**src/rtl/apb_master_if.sv**
```systemverilog
// Command/response and APB requester signal bundle for apb_master.
// The master modport is the design side; slave is the command source plus APB completer.
interface apb_master_if;
    logic        cmd_valid;
    logic        cmd_ready;
    logic        cmd_write;
    logic [11:0] cmd_addr;
    logic [31:0] cmd_wdata;
    logic [3:0]  cmd_strb;

    logic        rsp_valid;
    logic [31:0] rsp_rdata;
    logic        rsp_err;
    logic        rsp_timeout;

    logic        psel;
    logic        penable;
    logic        pwrite;
    logic [11:0] paddr;
    logic [3:0]  pstrb;
    logic [31:0] pwdata;
    logic [31:0] prdata;
    logic        pready;
    logic        pslverr;

    modport master (
        input  cmd_valid, cmd_write, cmd_addr, cmd_wdata, cmd_strb,
        input  prdata, pready, pslverr,
        output cmd_ready, rsp_valid, rsp_rdata, rsp_err, rsp_timeout,
        output psel, penable, pwrite, paddr, pstrb, pwdata
    );

    modport slave (
        output cmd_valid, cmd_write, cmd_addr, cmd_wdata, cmd_strb,
        output prdata, pready, pslverr,
        input  cmd_ready, rsp_valid, rsp_rdata, rsp_err, rsp_timeout,
        input  psel, penable, pwrite, paddr, pstrb, pwdata
    );
endinterface

```
**src/rtl/apb_master.sv**
```systemverilog
// Single-outstanding APB requester: one command becomes one SETUP/ACCESS transfer and one response pulse.
// Define APB_MASTER_TIMEOUT_EN to build the ACCESS-phase watchdog (limit set by TIMEOUT_CYCLES).
module apb_master #(
    parameter int unsigned TIMEOUT_CYCLES = 16
) (
    input  logic         clk,
    input  logic         preset,
    apb_master_if.master bus
);

    typedef enum logic [1:0] {
        IDLE   = 2'd0,
        SETUP  = 2'd1,
        ACCESS = 2'd2
    } state_e;

    state_e      state_q, state_d;
    logic        cmd_ready_q, cmd_ready_d;
    logic        psel_q, psel_d;
    logic        penable_q, penable_d;
    logic        pwrite_q, pwrite_d;
    logic [11:0] paddr_q, paddr_d;
    logic [3:0]  pstrb_q, pstrb_d;
    logic [31:0] pwdata_q, pwdata_d;
    logic        rsp_valid_q, rsp_valid_d;
    logic [31:0] rsp_rdata_q, rsp_rdata_d;
    logic        rsp_err_q, rsp_err_d;

`ifdef APB_MASTER_TIMEOUT_EN
    localparam int CNT_W = (TIMEOUT_CYCLES < 1) ? 1 : $clog2(TIMEOUT_CYCLES + 1);

    logic [CNT_W-1:0] wait_cnt_q, wait_cnt_d;
    logic             rsp_timeout_q, rsp_timeout_d;
    logic             timeout_hit;

    // Counter holds the number of ACCESS cycles already spent waiting.
    assign timeout_hit = (wait_cnt_q == CNT_W'(TIMEOUT_CYCLES));
`endif

    always_ff @(posedge clk) begin
        if (preset) begin
            state_q       <= IDLE;
            cmd_ready_q   <= 1'b0;
            psel_q        <= 1'b0;
            penable_q     <= 1'b0;
            pwrite_q      <= 1'b0;
            paddr_q       <= '0;
            pstrb_q       <= '0;
            pwdata_q      <= '0;
            rsp_valid_q   <= 1'b0;
            rsp_rdata_q   <= '0;
            rsp_err_q     <= 1'b0;
`ifdef APB_MASTER_TIMEOUT_EN
            wait_cnt_q    <= '0;
            rsp_timeout_q <= 1'b0;
`endif
        end else begin
            state_q       <= state_d;
            cmd_ready_q   <= cmd_ready_d;
            psel_q        <= psel_d;
            penable_q     <= penable_d;
            pwrite_q      <= pwrite_d;
            paddr_q       <= paddr_d;
            pstrb_q       <= pstrb_d;
            pwdata_q      <= pwdata_d;
            rsp_valid_q   <= rsp_valid_d;
            rsp_rdata_q   <= rsp_rdata_d;
            rsp_err_q     <= rsp_err_d;
`ifdef APB_MASTER_TIMEOUT_EN
            wait_cnt_q    <= wait_cnt_d;
            rsp_timeout_q <= rsp_timeout_d;
`endif
        end
    end

    always_comb begin
        state_d       = state_q;
        psel_d        = psel_q;
        penable_d     = penable_q;
        pwrite_d      = pwrite_q;
        paddr_d       = paddr_q;
        pstrb_d       = pstrb_q;
        pwdata_d      = pwdata_q;
        rsp_valid_d   = 1'b0;
        rsp_rdata_d   = '0;
        rsp_err_d     = 1'b0;
`ifdef APB_MASTER_TIMEOUT_EN
        wait_cnt_d    = '0;
        rsp_timeout_d = 1'b0;
`endif

        unique case (state_q)
            IDLE: begin
                if (bus.cmd_valid && cmd_ready_q) begin
                    state_d   = SETUP;
                    psel_d    = 1'b1;
                    penable_d = 1'b0;
                    pwrite_d  = bus.cmd_write;
                    paddr_d   = bus.cmd_addr;
                    pwdata_d  = bus.cmd_write ? bus.cmd_wdata : 32'h0;
                    pstrb_d   = bus.cmd_write ? bus.cmd_strb : 4'h0;
                end
            end
            SETUP: begin
                state_d   = ACCESS;
                penable_d = 1'b1;
            end
            ACCESS: begin
                // Completion wins over the watchdog in the terminal-count cycle.
                if (bus.pready) begin
                    state_d     = IDLE;
                    psel_d      = 1'b0;
                    penable_d   = 1'b0;
                    rsp_valid_d = 1'b1;
                    rsp_err_d   = bus.pslverr;
                    rsp_rdata_d = pwrite_q ? 32'h0 : bus.prdata;
                end
`ifdef APB_MASTER_TIMEOUT_EN
                else if (timeout_hit) begin
                    state_d       = IDLE;
                    psel_d        = 1'b0;
                    penable_d     = 1'b0;
                    rsp_valid_d   = 1'b1;
                    rsp_err_d     = 1'b1;
                    rsp_timeout_d = 1'b1;
                end else begin
                    wait_cnt_d = wait_cnt_q + 1'b1;
                end
`endif
            end
            default: begin
                state_d   = IDLE;
                psel_d    = 1'b0;
                penable_d = 1'b0;
            end
        endcase

        // Never ready in the response cycle, which forces an idle bus cycle between transfers.
        cmd_ready_d = (state_d == IDLE) && !rsp_valid_d;
    end

    assign bus.cmd_ready   = cmd_ready_q;
    assign bus.psel        = psel_q;
    assign bus.penable     = penable_q;
    assign bus.pwrite      = pwrite_q;
    assign bus.paddr       = paddr_q;
    assign bus.pstrb       = pstrb_q;
    assign bus.pwdata      = pwdata_q;
    assign bus.rsp_valid   = rsp_valid_q;
    assign bus.rsp_rdata   = rsp_rdata_q;
    assign bus.rsp_err     = rsp_err_q;
`ifdef APB_MASTER_TIMEOUT_EN
    assign bus.rsp_timeout = rsp_timeout_q;
`else
    assign bus.rsp_timeout = 1'b0;
`endif

endmodule

```
**src/flat_wrapper.sv**
```systemverilog
// flat-port wrapper written by rule: the top's interface ports become plain ports
module apb_master_flat 
#(
    parameter int unsigned TIMEOUT_CYCLES = 16
)
  (clk, preset, bus_cmd_valid, bus_cmd_write, bus_cmd_addr, bus_cmd_wdata, bus_cmd_strb, bus_prdata, bus_pready, bus_pslverr, bus_cmd_ready, bus_rsp_valid, bus_rsp_rdata, bus_rsp_err, bus_rsp_timeout, bus_psel, bus_penable, bus_pwrite, bus_paddr, bus_pstrb, bus_pwdata);
  apb_master_if bus_i ();
  input  logic clk;
  input  logic preset;
  input wire logic [$bits(bus_i.cmd_valid)-1:0] bus_cmd_valid;
  input wire logic [$bits(bus_i.cmd_write)-1:0] bus_cmd_write;
  input wire logic [$bits(bus_i.cmd_addr)-1:0] bus_cmd_addr;
  input wire logic [$bits(bus_i.cmd_wdata)-1:0] bus_cmd_wdata;
  input wire logic [$bits(bus_i.cmd_strb)-1:0] bus_cmd_strb;
  input wire logic [$bits(bus_i.prdata)-1:0] bus_prdata;
  input wire logic [$bits(bus_i.pready)-1:0] bus_pready;
  input wire logic [$bits(bus_i.pslverr)-1:0] bus_pslverr;
  output wire logic [$bits(bus_i.cmd_ready)-1:0] bus_cmd_ready;
  output wire logic [$bits(bus_i.rsp_valid)-1:0] bus_rsp_valid;
  output wire logic [$bits(bus_i.rsp_rdata)-1:0] bus_rsp_rdata;
  output wire logic [$bits(bus_i.rsp_err)-1:0] bus_rsp_err;
  output wire logic [$bits(bus_i.rsp_timeout)-1:0] bus_rsp_timeout;
  output wire logic [$bits(bus_i.psel)-1:0] bus_psel;
  output wire logic [$bits(bus_i.penable)-1:0] bus_penable;
  output wire logic [$bits(bus_i.pwrite)-1:0] bus_pwrite;
  output wire logic [$bits(bus_i.paddr)-1:0] bus_paddr;
  output wire logic [$bits(bus_i.pstrb)-1:0] bus_pstrb;
  output wire logic [$bits(bus_i.pwdata)-1:0] bus_pwdata;
  assign bus_i.cmd_valid = bus_cmd_valid;
  assign bus_i.cmd_write = bus_cmd_write;
  assign bus_i.cmd_addr = bus_cmd_addr;
  assign bus_i.cmd_wdata = bus_cmd_wdata;
  assign bus_i.cmd_strb = bus_cmd_strb;
  assign bus_i.prdata = bus_prdata;
  assign bus_i.pready = bus_pready;
  assign bus_i.pslverr = bus_pslverr;
  assign bus_cmd_ready = bus_i.cmd_ready;
  assign bus_rsp_valid = bus_i.rsp_valid;
  assign bus_rsp_rdata = bus_i.rsp_rdata;
  assign bus_rsp_err = bus_i.rsp_err;
  assign bus_rsp_timeout = bus_i.rsp_timeout;
  assign bus_psel = bus_i.psel;
  assign bus_penable = bus_i.penable;
  assign bus_pwrite = bus_i.pwrite;
  assign bus_paddr = bus_i.paddr;
  assign bus_pstrb = bus_i.pstrb;
  assign bus_pwdata = bus_i.pwdata;
  apb_master #(.TIMEOUT_CYCLES(TIMEOUT_CYCLES)) u_core (.clk(clk), .preset(preset), .bus(bus_i));
endmodule
```
**config.mk**
```make
export PLATFORM = sky130hd
export DESIGN_NAME = apb_master_flat
export DESIGN_NICKNAME = d
export VERILOG_FILES = /design/src/rtl/apb_master_if.sv /design/src/rtl/apb_master.sv /design/src/flat_wrapper.sv
export SDC_FILE = /design/constraint.sdc
export NUM_CORES = 1
export LEC_CHECK = 0
export BUFFER_PORTS_ARGS = -buffer_cell sky130_fd_sc_hd__clkbuf_2
export CAP_MARGIN = 40
export CORE_MARGIN = 2
export CORE_UTILIZATION = 44
export DETAILED_ROUTE_END_ITERATION = 10
export GPL_TIMING_DRIVEN = 0
export PLACE_DENSITY = 0.79
export SLEW_MARGIN = 0
export SYNTH_ARGS = -nofsm -noshare
export SYNTH_HDL_FRONTEND = slang
export SYNTH_SLANG_ARGS = --single-unit
export TNS_END_PERCENT = 10
```
**constraint.sdc**
```tcl
create_clock -name clk -period 3.2 [get_ports clk]
set_input_delay 0.16 -clock clk [delete_from_list [all_inputs] [get_ports clk]]
set_output_delay 0.16 -clock clk [all_outputs]
set_load 0.05 [all_outputs]
```
# Word-level counts from Yosys, hierarchy flattened
# Index checks and enable logic that the tools add are counted.
[word_totals] wordCells=40 reg_bits=88
[classes] reduce_logical=10 n_eq_ne=4 bitwise_logic=3 mux=12
[ops] cell="32-bit two-way mux" count=1
[ops] cell="1-bit one-hot mux with 3 select lines" count=2
[ops] cell="2-bit one-hot mux with 3 select lines" count=1
[ops] cell="1-bit two-way mux" count=5
[ops] cell="2-bit logical NOT" count=2
[ops] cell="2-bit two-way mux" count=2
[ops] cell="4-bit two-way mux" count=1
[ops] cell="2-bit AND reduction" count=2
[ops] cell="4-bit OR reduction" count=1
[ops] cell="1-bit inverter" count=3
[ops] cell="3-bit AND reduction" count=1
[ops] cell="3-bit OR reduction" count=1
[ops] cell="2-bit by 1-bit == test with 1-bit output (second input constant)" count=1
[ops] cell="2-bit == test (second input constant)" count=1
[ops] cell="1-bit logical AND" count=2
[ops] cell="2-bit by 1-bit inequality test with 1-bit output (second input constant)" count=1
[ops] cell="2-bit inequality test (second input constant)" count=1
[ops] cell="1-bit logical NOT" count=1

# Logic depth before layout (Yosys ltp)
# Gate-level depths: netlist of the first run.
[depth] word_depth=5 ltp_mapped=4 ltp_nobuf=3

# Least setup slack after synthesis of the first run
# OpenSTA, ideal clock, no wires.
[synth_path] kind="reg2reg" from="register u_core.cmd_ready_q, in the netlist u_core.bus.cmd_ready" to="register u_core.pwdata_q[22], in the netlist u_core.bus.pwdata[22]" setup_time_ns=0.060 period_less_slack_ns=1.737 required_time_ns=3.140 path_buffers=1 arrival_ns=1.676 path_stages_with_launch=5 slack_ns=1.463 cell_sequence="dfxtp_1 -> nand2_1 -> nor4b_4 -> buf_6 -> a22o_1"
[synth_between] elab_chain_len=2
[synth_rtl] element="from (decl)" line_no="apb_master.sv:18" source="logic cmd_ready_q, cmd_ready_d;"
[synth_rtl] element="from (signal assigned)" line_no="apb_master.sv:59" source="cmd_ready_q <= cmd_ready_d;"
[synth_rtl] element="1-bit logical AND" line_no="apb_master.sv:94" source="if (bus.cmd_valid && cmd_ready_q) begin"
[synth_rtl] element="2-bit AND reduction (no line)"
[synth_rtl] element="to (signal assigned)" line_no="apb_master.sv:65" source="pwdata_q <= pwdata_d;"
[synth_rtl] element="to (decl)" line_no="apb_master.sv:24" source="logic [31:0] pwdata_q, pwdata_d;"
# No other way between the ends.
# A chain may end at the register's enable or synchronous reset.

# Worst setup path after layout of the first run
[layout_path] from="register u_core.cmd_ready_q, in the netlist u_core.bus.cmd_ready" to="register u_core.pwdata_q[20], in the netlist u_core.bus.pwdata[20]"
# The elaborated chain is that of the path after synthesis.

==> flow_metrics.env, run 1 <==
export IMPL_total_power_uw=2300
export IMPL_max_cap_viol_count=0
export IMPL_synth_edff_count=0
export IMPL_hold_viol_final=0
export IMPL_path_max_fanout=10
export IMPL_critical_path_class="flop to flop"
export IMPL_layout_nets=482
export IMPL_gp_routability_congestion=0.748
export IMPL_maximum_clock_frequency_mhz=645
export IMPL_holdCritStartpoint="bus_prdata[31]"
export IMPL_crit_chain="nand2_1 -> nor4b_4 -> buf_6 -> a22o_1"
export IMPL_clk_transition_reported_paths_ps=90
export IMPL_netlist_top_cell_by_area="sky130_fd_sc_hd__dfxtp_1"
export IMPL_rr_startpoint="u_core.bus.cmd_ready"
export IMPL_drtPass1Iterations=4
export IMPL_number_of_global_route_vias_before_repair=2021
export IMPL_critical_path_required_ps=3480
export IMPL_avgSynthCellArea_um2=12.8
export IMPL_worstSetupEndpointType="flop"
export IMPL_wl_per_cell_um=13.1
export IMPL_ys_flop_type="sky130_fd_sc_hd__dfxtp_1"
export IMPL_reg2reg_setup_slack_ps=1650
export IMPL_cts_inserted_buffers=9
export IMPL_worstSetupEndpoint="u_core.bus.pwdata[20]"
export IMPL_gr_total_overflow=0
export IMPL_arrival_ps=1830
export IMPL_clock_network_latency_to_the_later_pin_of_the_worst_skew_pair_ps=340
export IMPL_start_util_pct=45.1
export IMPL_antenna_found_initial=0
export IMPL_synth_lib_cells_used_distinct=25
export IMPL_timing_rr_end="u_core.bus.pwdata[20]"
export IMPL_crit_family="simple AND/OR/NAND/NOR gates"
export IMPL_synth_top_cell_area_share_pct=66.8
export IMPL_post_synth_inst_count=206
export IMPL_switching_component_of_the_power_uw=547
export IMPL_cp_startpoint="u_core.bus.cmd_ready"
export IMPL_post_synth_instance_area_mm2=0.00264
export IMPL_internal_power_uw=1760
export IMPL_min_delay_path_class="primary input to flop"
export IMPL_clock_root_buffer="sky130_fd_sc_hd__clkbuf_8"
export IMPL_viasPerCell=4.65
export IMPL_leakage_uw=0.00200
export IMPL_die_area_mm2=0.00663
export IMPL_status="complete, no violations"
export IMPL_biggest_area_contributors_in_the_synthesized_netlist="sky130_fd_sc_hd__dfxtp_1, sky130_fd_sc_hd__a22o_1, sky130_fd_sc_hd__and2_1"
export IMPL_core_area_mm2=0.00585
export IMPL_comb_power_share_pct=11.2
export IMPL_timing_worst_slew_pin_value_ps=625
export IMPL_yosys_register_bits=88
export IMPL_power_clock_fraction_pct=39.3
export IMPL_async_reset_ff_share_pct=0
export IMPL_postRouteWirelength_um=6260
export IMPL_synth_warnings=0
export IMPL_cellPowerDensity_mw_per_mm2=589
export IMPL_drt_iter0_markers=68
export IMPL_post_route_cells_drive_above_1_share_pct=50.4
export IMPL_antenna_violating_nets_post_route=0
export IMPL_critical_path_cell_count=4
export IMPL_worst_r2r_cell_count=4
export IMPL_hpwl_after_detailed_placement_um=4700
export IMPL_p_seq_share_pct=49.5
export IMPL_die_width_um=81.4
export IMPL_cts_tree="built"
export IMPL_pre_cts_slack_ps=1670
export IMPL_ioPinCount=173
export IMPL_startpoint_type="flop"
export IMPL_slew_limit_headroom_pct=58.2
export IMPL_insertedDiodeCount=0
export IMPL_floorplan_rows=28
export IMPL_dp_cells=452
export IMPL_route_vias_total=2214
export IMPL_grt_pass1_wl_um=9380
export IMPL_synth_sequential_area_ratio_pct=66.8
export IMPL_hold_slack_ps=15.4
export IMPL_yosys_cell_count_top_type="sky130_fd_sc_hd__dfxtp_1"
export IMPL_port_buffers=171
export IMPL_rsz0062_at_grt="false"
export IMPL_clock_path_buffers=2
export IMPL_synthTopCellsByCount="sky130_fd_sc_hd__dfxtp_1, sky130_fd_sc_hd__a22o_1, sky130_fd_sc_hd__and2_1"
export IMPL_final_cell_count_no_fill=476
export IMPL_post_route_drc_count=0
export IMPL_critPathSlowestCell="sky130_fd_sc_hd__nor4b_4"
export IMPL_gr_usage_all_layers_pct=18.9
export IMPL_chip_height_um=81.4
export IMPL_min_period_ps=1550
export IMPL_clock_skew_final_ps=8.84
export IMPL_finalMaxSlewViolations=0
export IMPL_synth_net_count=292
export IMPL_setup_slack_ps=1650
export IMPL_cts_htree_levels=3
export IMPL_setup_tns_final_ps=0
export IMPL_vdd_ir_drop_max_v=0.000348
export IMPL_netSwitchingFraction_pct=23.7
export IMPL_timing_final_crit_share_pct=48.5
export IMPL_cp_buffers_inverters=1
export IMPL_cts_sinks=88
export IMPL_final_setup_viol_count=0
export IMPL_max_stage_delay_ps=620
export IMPL_largest_net_degree_at_the_start_of_global_routing=15
export IMPL_layout_area_overhead_vs_synth_pct=48.4
[registers in the layout (all words and copies together), names as in the netlist]
| signal | cells |
|---|---|
| u_core.bus.pwdata | 32 |
| u_core.bus.rsp_rdata | 32 |
| u_core.bus.paddr | 12 |
| u_core.bus.pstrb | 4 |
| u_core.state_q | 2 |
| u_core.bus.cmd_ready | 1 |
| u_core.bus.penable | 1 |
| u_core.bus.psel | 1 |
| u_core.bus.pwrite | 1 |
| u_core.bus.rsp_err | 1 |
| u_core.bus.rsp_valid | 1 |
[area by class of cell]
type,instances,area [µm²]
fillers,470,1940
clock buffers,11,141
plain buffers,14,87.6
multi-input cells,103,783
inverters,1,3.75
clock inverters,5,104
flip-flops and latches,88,1760
repair buffers,179,936
well taps,75,93.8
[placed cells by master, fill, tap and decap left out]
| cell | instances |
|---|---|
| sky130_fd_sc_hd__a21o_1 | 1 |
| sky130_fd_sc_hd__a21oi_1 | 2 |
| sky130_fd_sc_hd__a22o_1 | 48 |
| sky130_fd_sc_hd__a31oi_1 | 1 |
| sky130_fd_sc_hd__and2_1 | 33 |
| sky130_fd_sc_hd__and3_1 | 2 |
| sky130_fd_sc_hd__and4b_1 | 1 |
| sky130_fd_sc_hd__and4bb_2 | 1 |
| sky130_fd_sc_hd__buf_2 | 6 |
| sky130_fd_sc_hd__buf_4 | 1 |
| sky130_fd_sc_hd__buf_6 | 3 |
| sky130_fd_sc_hd__bufinv_16 | 3 |
| sky130_fd_sc_hd__clkbuf_1 | 4 |
| sky130_fd_sc_hd__clkbuf_2 | 172 |
| sky130_fd_sc_hd__clkbuf_8 | 10 |
| sky130_fd_sc_hd__clkinv_2 | 1 |
| sky130_fd_sc_hd__clkinv_4 | 1 |
| sky130_fd_sc_hd__conb_1 | 1 |
| sky130_fd_sc_hd__dfxtp_1 | 88 |
| sky130_fd_sc_hd__dlygate4sd3_1 | 8 |
| sky130_fd_sc_hd__inv_1 | 1 |
| sky130_fd_sc_hd__nand2_1 | 2 |
| sky130_fd_sc_hd__nand2b_1 | 2 |
| sky130_fd_sc_hd__nand3_1 | 1 |
| sky130_fd_sc_hd__nand3b_1 | 1 |
| sky130_fd_sc_hd__nor2_1 | 2 |
| sky130_fd_sc_hd__nor2_2 | 2 |
| sky130_fd_sc_hd__nor4_2 | 1 |
| sky130_fd_sc_hd__nor4b_4 | 1 |
| sky130_fd_sc_hd__o21ai_0 | 1 |
[layer usage]
| layer | up-vias | track usage (%) | share of wire, % |
|---|---|---|---|
| li1 | 1103 | - | - |
| met4 | 0 | 10.8 | 2.8 |
| met3 | 17 | 5.78 | 7.9 |
| met5 | - | 0 | 0 |
| met1 | 996 | 21.2 | 39 |
| met2 | 98 | 31.6 | 51 |
[worst reg2reg max path, cell delays in order (launching register included)]
cell                      delay (ps)
sky130_fd_sc_hd__dfxtp_1         350
sky130_fd_sc_hd__nand2_1         150
sky130_fd_sc_hd__nor4b_4         620
sky130_fd_sc_hd__buf_6           230
sky130_fd_sc_hd__a22o_1          140
[through the flow]
stage / instance area (µm²) / utilization, %
after floorplan: 2640 / -
after global placement: 3590 / 61.3
after detailed placement: 3590 / 61.3
after CTS: 3880 / 66.3
after global routing: 3910 / 66.9
final: 3910 / 66.9
[power by group through the flow]
stage                     logic (µW)  registers (µW)  clock network [µW]
after floorplan                 58.0            1270                   0
after global placement           248            1160                   0
after detailed placement         252            1170                   0
after CTS                        258            1140                 920
after global routing             275            1140                 976
final                            258            1140                 904
[worst min path at each step]
stage	endpoint	cells after the start
after floorplan	u_core.state_q[1]	1
after global placement	u_core.bus.rsp_rdata[19]	2
after detailed placement	u_core.bus.rsp_rdata[28]	2
after CTS	u_core.bus.rsp_rdata[27]	2
after global routing	u_core.bus.rsp_rdata[20]	2
final	u_core.bus.rsp_rdata[31]	2
[cells by family (layout without fill, tap and decap cells)]
kind of cell,Yosys count,after routing,share of synthesized area [%]
AOI/OAI and AO/OA,53,53,17.0
other,1,1,0.142
and+or+nand+nor,49,49,12.5
buffers and inverters,15,210,3.46
DFF,88,88,66.8
[repair_timing]
| action | 4_1_cts | 5_1_grt |
|---|---|---|
| endpoints found under the hold margin | 5 | 3 |
| hold buffers | 5 | 3 |
| buffers inserted | 0 | 0 |
| resized for setup | 0 | 0 |
| endpoints found under the setup margin | 0 | 0 |
Power figures use the tool's default switching activity.
==> inputs of run 2 (changes only) <==
Settings changed: CORE_UTILIZATION 44 to 37, PLACE_DENSITY 0.79 to 0.71.
Clock period 3.2 ns to 1.4 ns, I/O delays scaled along.
==> run 2 against run 1 <==
  * Sequential cell count did not move
  * Die area rose by 18%
  * Combinational power rose to 3.1 times the previous value
  * Clock power rose by 100%
  * First-iteration DRC count fell by 40%
  * Global-route usage rose by 1.0 points
  * Clock skew rose by 3.6 ps
  * Core utilization rose by 2.1 points
  * Worst hold slack improved by 25 ps
  * Non-clock buffer count rose by 77
  * Largest cell class is now non-clock buffers
==> flow_metrics.env, run 2 (synthesis results as in run 1) <==
export IMPL_rsz0062_at_grt="false"
export IMPL_critical_path_class="flop to flop"
export IMPL_cts_sinks=88
export IMPL_wl_per_cell_um=13.8
export IMPL_core_area_mm2=0.00683
export IMPL_antenna_found_initial=0
export IMPL_post_route_cells_drive_above_1_share_pct=44.0
export IMPL_reg2reg_setup_slack_ps=80
export IMPL_cts_tree="built"
export IMPL_layout_nets=559
export IMPL_cts_htree_levels=3
export IMPL_final_setup_viol_count=0
export IMPL_gr_usage_all_layers_pct=19.9
export IMPL_cellPowerDensity_mw_per_mm2=1110
export IMPL_mostFrequentLayoutCells="sky130_fd_sc_hd__clkbuf_2, sky130_fd_sc_hd__dfxtp_1, sky130_fd_sc_hd__dlygate4sd3_1"
export IMPL_ioPinCount=173
export IMPL_finalMaxSlewViolations=0
export IMPL_floorplan_rows=30
export IMPL_final_cell_count_no_fill=573
export IMPL_timing_final_crit_share_pct=94.5
export IMPL_min_period_ps=1320
export IMPL_critPathSlowestCell="sky130_fd_sc_hd__dfxtp_2"
export IMPL_hpwl_after_detailed_placement_um=4820
export IMPL_drtPass1Iterations=4
export IMPL_max_cap_viol_count=0
export IMPL_startpoint_type="flop"
export IMPL_die_area_mm2=0.00782
export IMPL_grt_pass1_wl_um=11900
export IMPL_drt_iter0_markers=41
export IMPL_setup_slack_ps=76.4
export IMPL_clock_skew_final_ps=12.4
export IMPL_die_width_um=88.4
export IMPL_status="complete, no violations"
export IMPL_port_buffers=171
export IMPL_layout_area_overhead_vs_synth_pct=78.7
export IMPL_pre_cts_slack_ps=-115
export IMPL_maximum_clock_frequency_mhz=755
export IMPL_chip_height_um=88.4
export IMPL_gr_total_overflow=0
export IMPL_layout_commonest_cell="sky130_fd_sc_hd__clkbuf_2"
export IMPL_start_util_pct=38.6
export IMPL_max_stage_delay_ps=370
export IMPL_clock_root_buffer="sky130_fd_sc_hd__clkbuf_8"
export IMPL_clock_path_buffers=2
export IMPL_min_delay_path_class="primary input to flop"
export IMPL_route_vias_total=2528
export IMPL_antenna_violating_nets_post_route=0
export IMPL_insertedDiodeCount=0
export IMPL_cts_inserted_buffers=9
export IMPL_gp_routability_congestion=0.727
export IMPL_hold_viol_final=0
export IMPL_critical_path_required_ps=1640
export IMPL_leakage_uw=0.00233
export IMPL_viasPerCell=4.41
export IMPL_vdd_ir_drop_max_v=0.000571
export IMPL_dp_cells=473
export IMPL_worstSetupEndpointType="flop"
export IMPL_crit_chain="and4bb_2 -> nor2_4 -> clkbuf_4 -> a22o_1"
export IMPL_clock_network_latency_to_the_later_pin_of_the_worst_skew_pair_ps=350
export IMPL_hold_slack_ps=40.4
export IMPL_number_of_global_route_vias_before_repair=2553
export IMPL_arrival_ps=1560
export IMPL_clk_transition_reported_paths_ps=90
export IMPL_largest_net_degree_at_the_start_of_global_routing=14
export IMPL_path_max_fanout=10
export IMPL_post_route_drc_count=0
export IMPL_setup_tns_final_ps=0
export IMPL_postRouteWirelength_um=7880
## run 2: cell count changes in the layout (fill, tap and decap cells not counted), sizes merged
cell	change
bufinv	-1
clkbuf	+3
dlygate4sd3	+74
## run 2: worst max-delay path: cells and delay by family (launching register included)
family                 cells  cell delay (ps)
flip-flops                 1              370
AND/OR/NAND/NOR            2              410
buffers and inverters      1              200
AO/OA/AOI/OAI              1              250
## run 2: worst paths after layout
kind,startpoint,end,cells past startpoint
worst max register to register,u_core.state_q[0],u_core.bus.pwdata[10],4
worst max-delay path,u_core.state_q[0],u_core.bus.pwdata[10],4
worst min register to register,u_core.bus.paddr[0],u_core.bus.paddr[0],1
worst min-delay path,bus_pready,u_core.state_q[1],4
## run 2: what timing repair did
action,CTS,global route
setup buffers,3,0
hold buffers,82,0
gates resized for setup,3,15
endpoints found under the hold margin,84,0
endpoints found under the setup margin,71,72
pin swaps,0,1
## run 2: area by class of cell
type	instances	area, µm²
Buffer	14	106
Clock inverter	4	70.1
Sequential cell	88	1770
Inverter	1	3.75
Tap cell	96	120
Fill cell	518	2120
Clock buffer	11	131
Timing Repair Buffer	256	1700
Multi-Input combinational cell	103	811
## run 2: layer usage
metal / part of all wire, % / up-vias / routed length (µm) / GRT usage, %
met3: 6.3 / 22 / 494 / 6.44
met4: 2.9 / 0 / 225 / 9.50
met1: 37 / 1136 / 2960 / 21.1
met5: 0 / - / 0 / 0
met2: 53 / 105 / 4210 / 35.7
li1: - / 1265 / - / -
## run 2: where the power goes
group,internal [µW],switching (µW)
sequential,2570,40.2
combinational,357,430
clock,992,830
total,3920,1300
## run 2: through the flow
stage | power (µW) | util [%] | instance area [µm²]
after floorplan | 3030 | - | 2650
after global placement | 3240 | 53.0 | 3620
after detailed placement | 3240 | 53.0 | 3620
after CTS | 5230 | 68.4 | 4670
after global routing | 5440 | 69.0 | 4710
final | 5220 | 69.0 | 4710
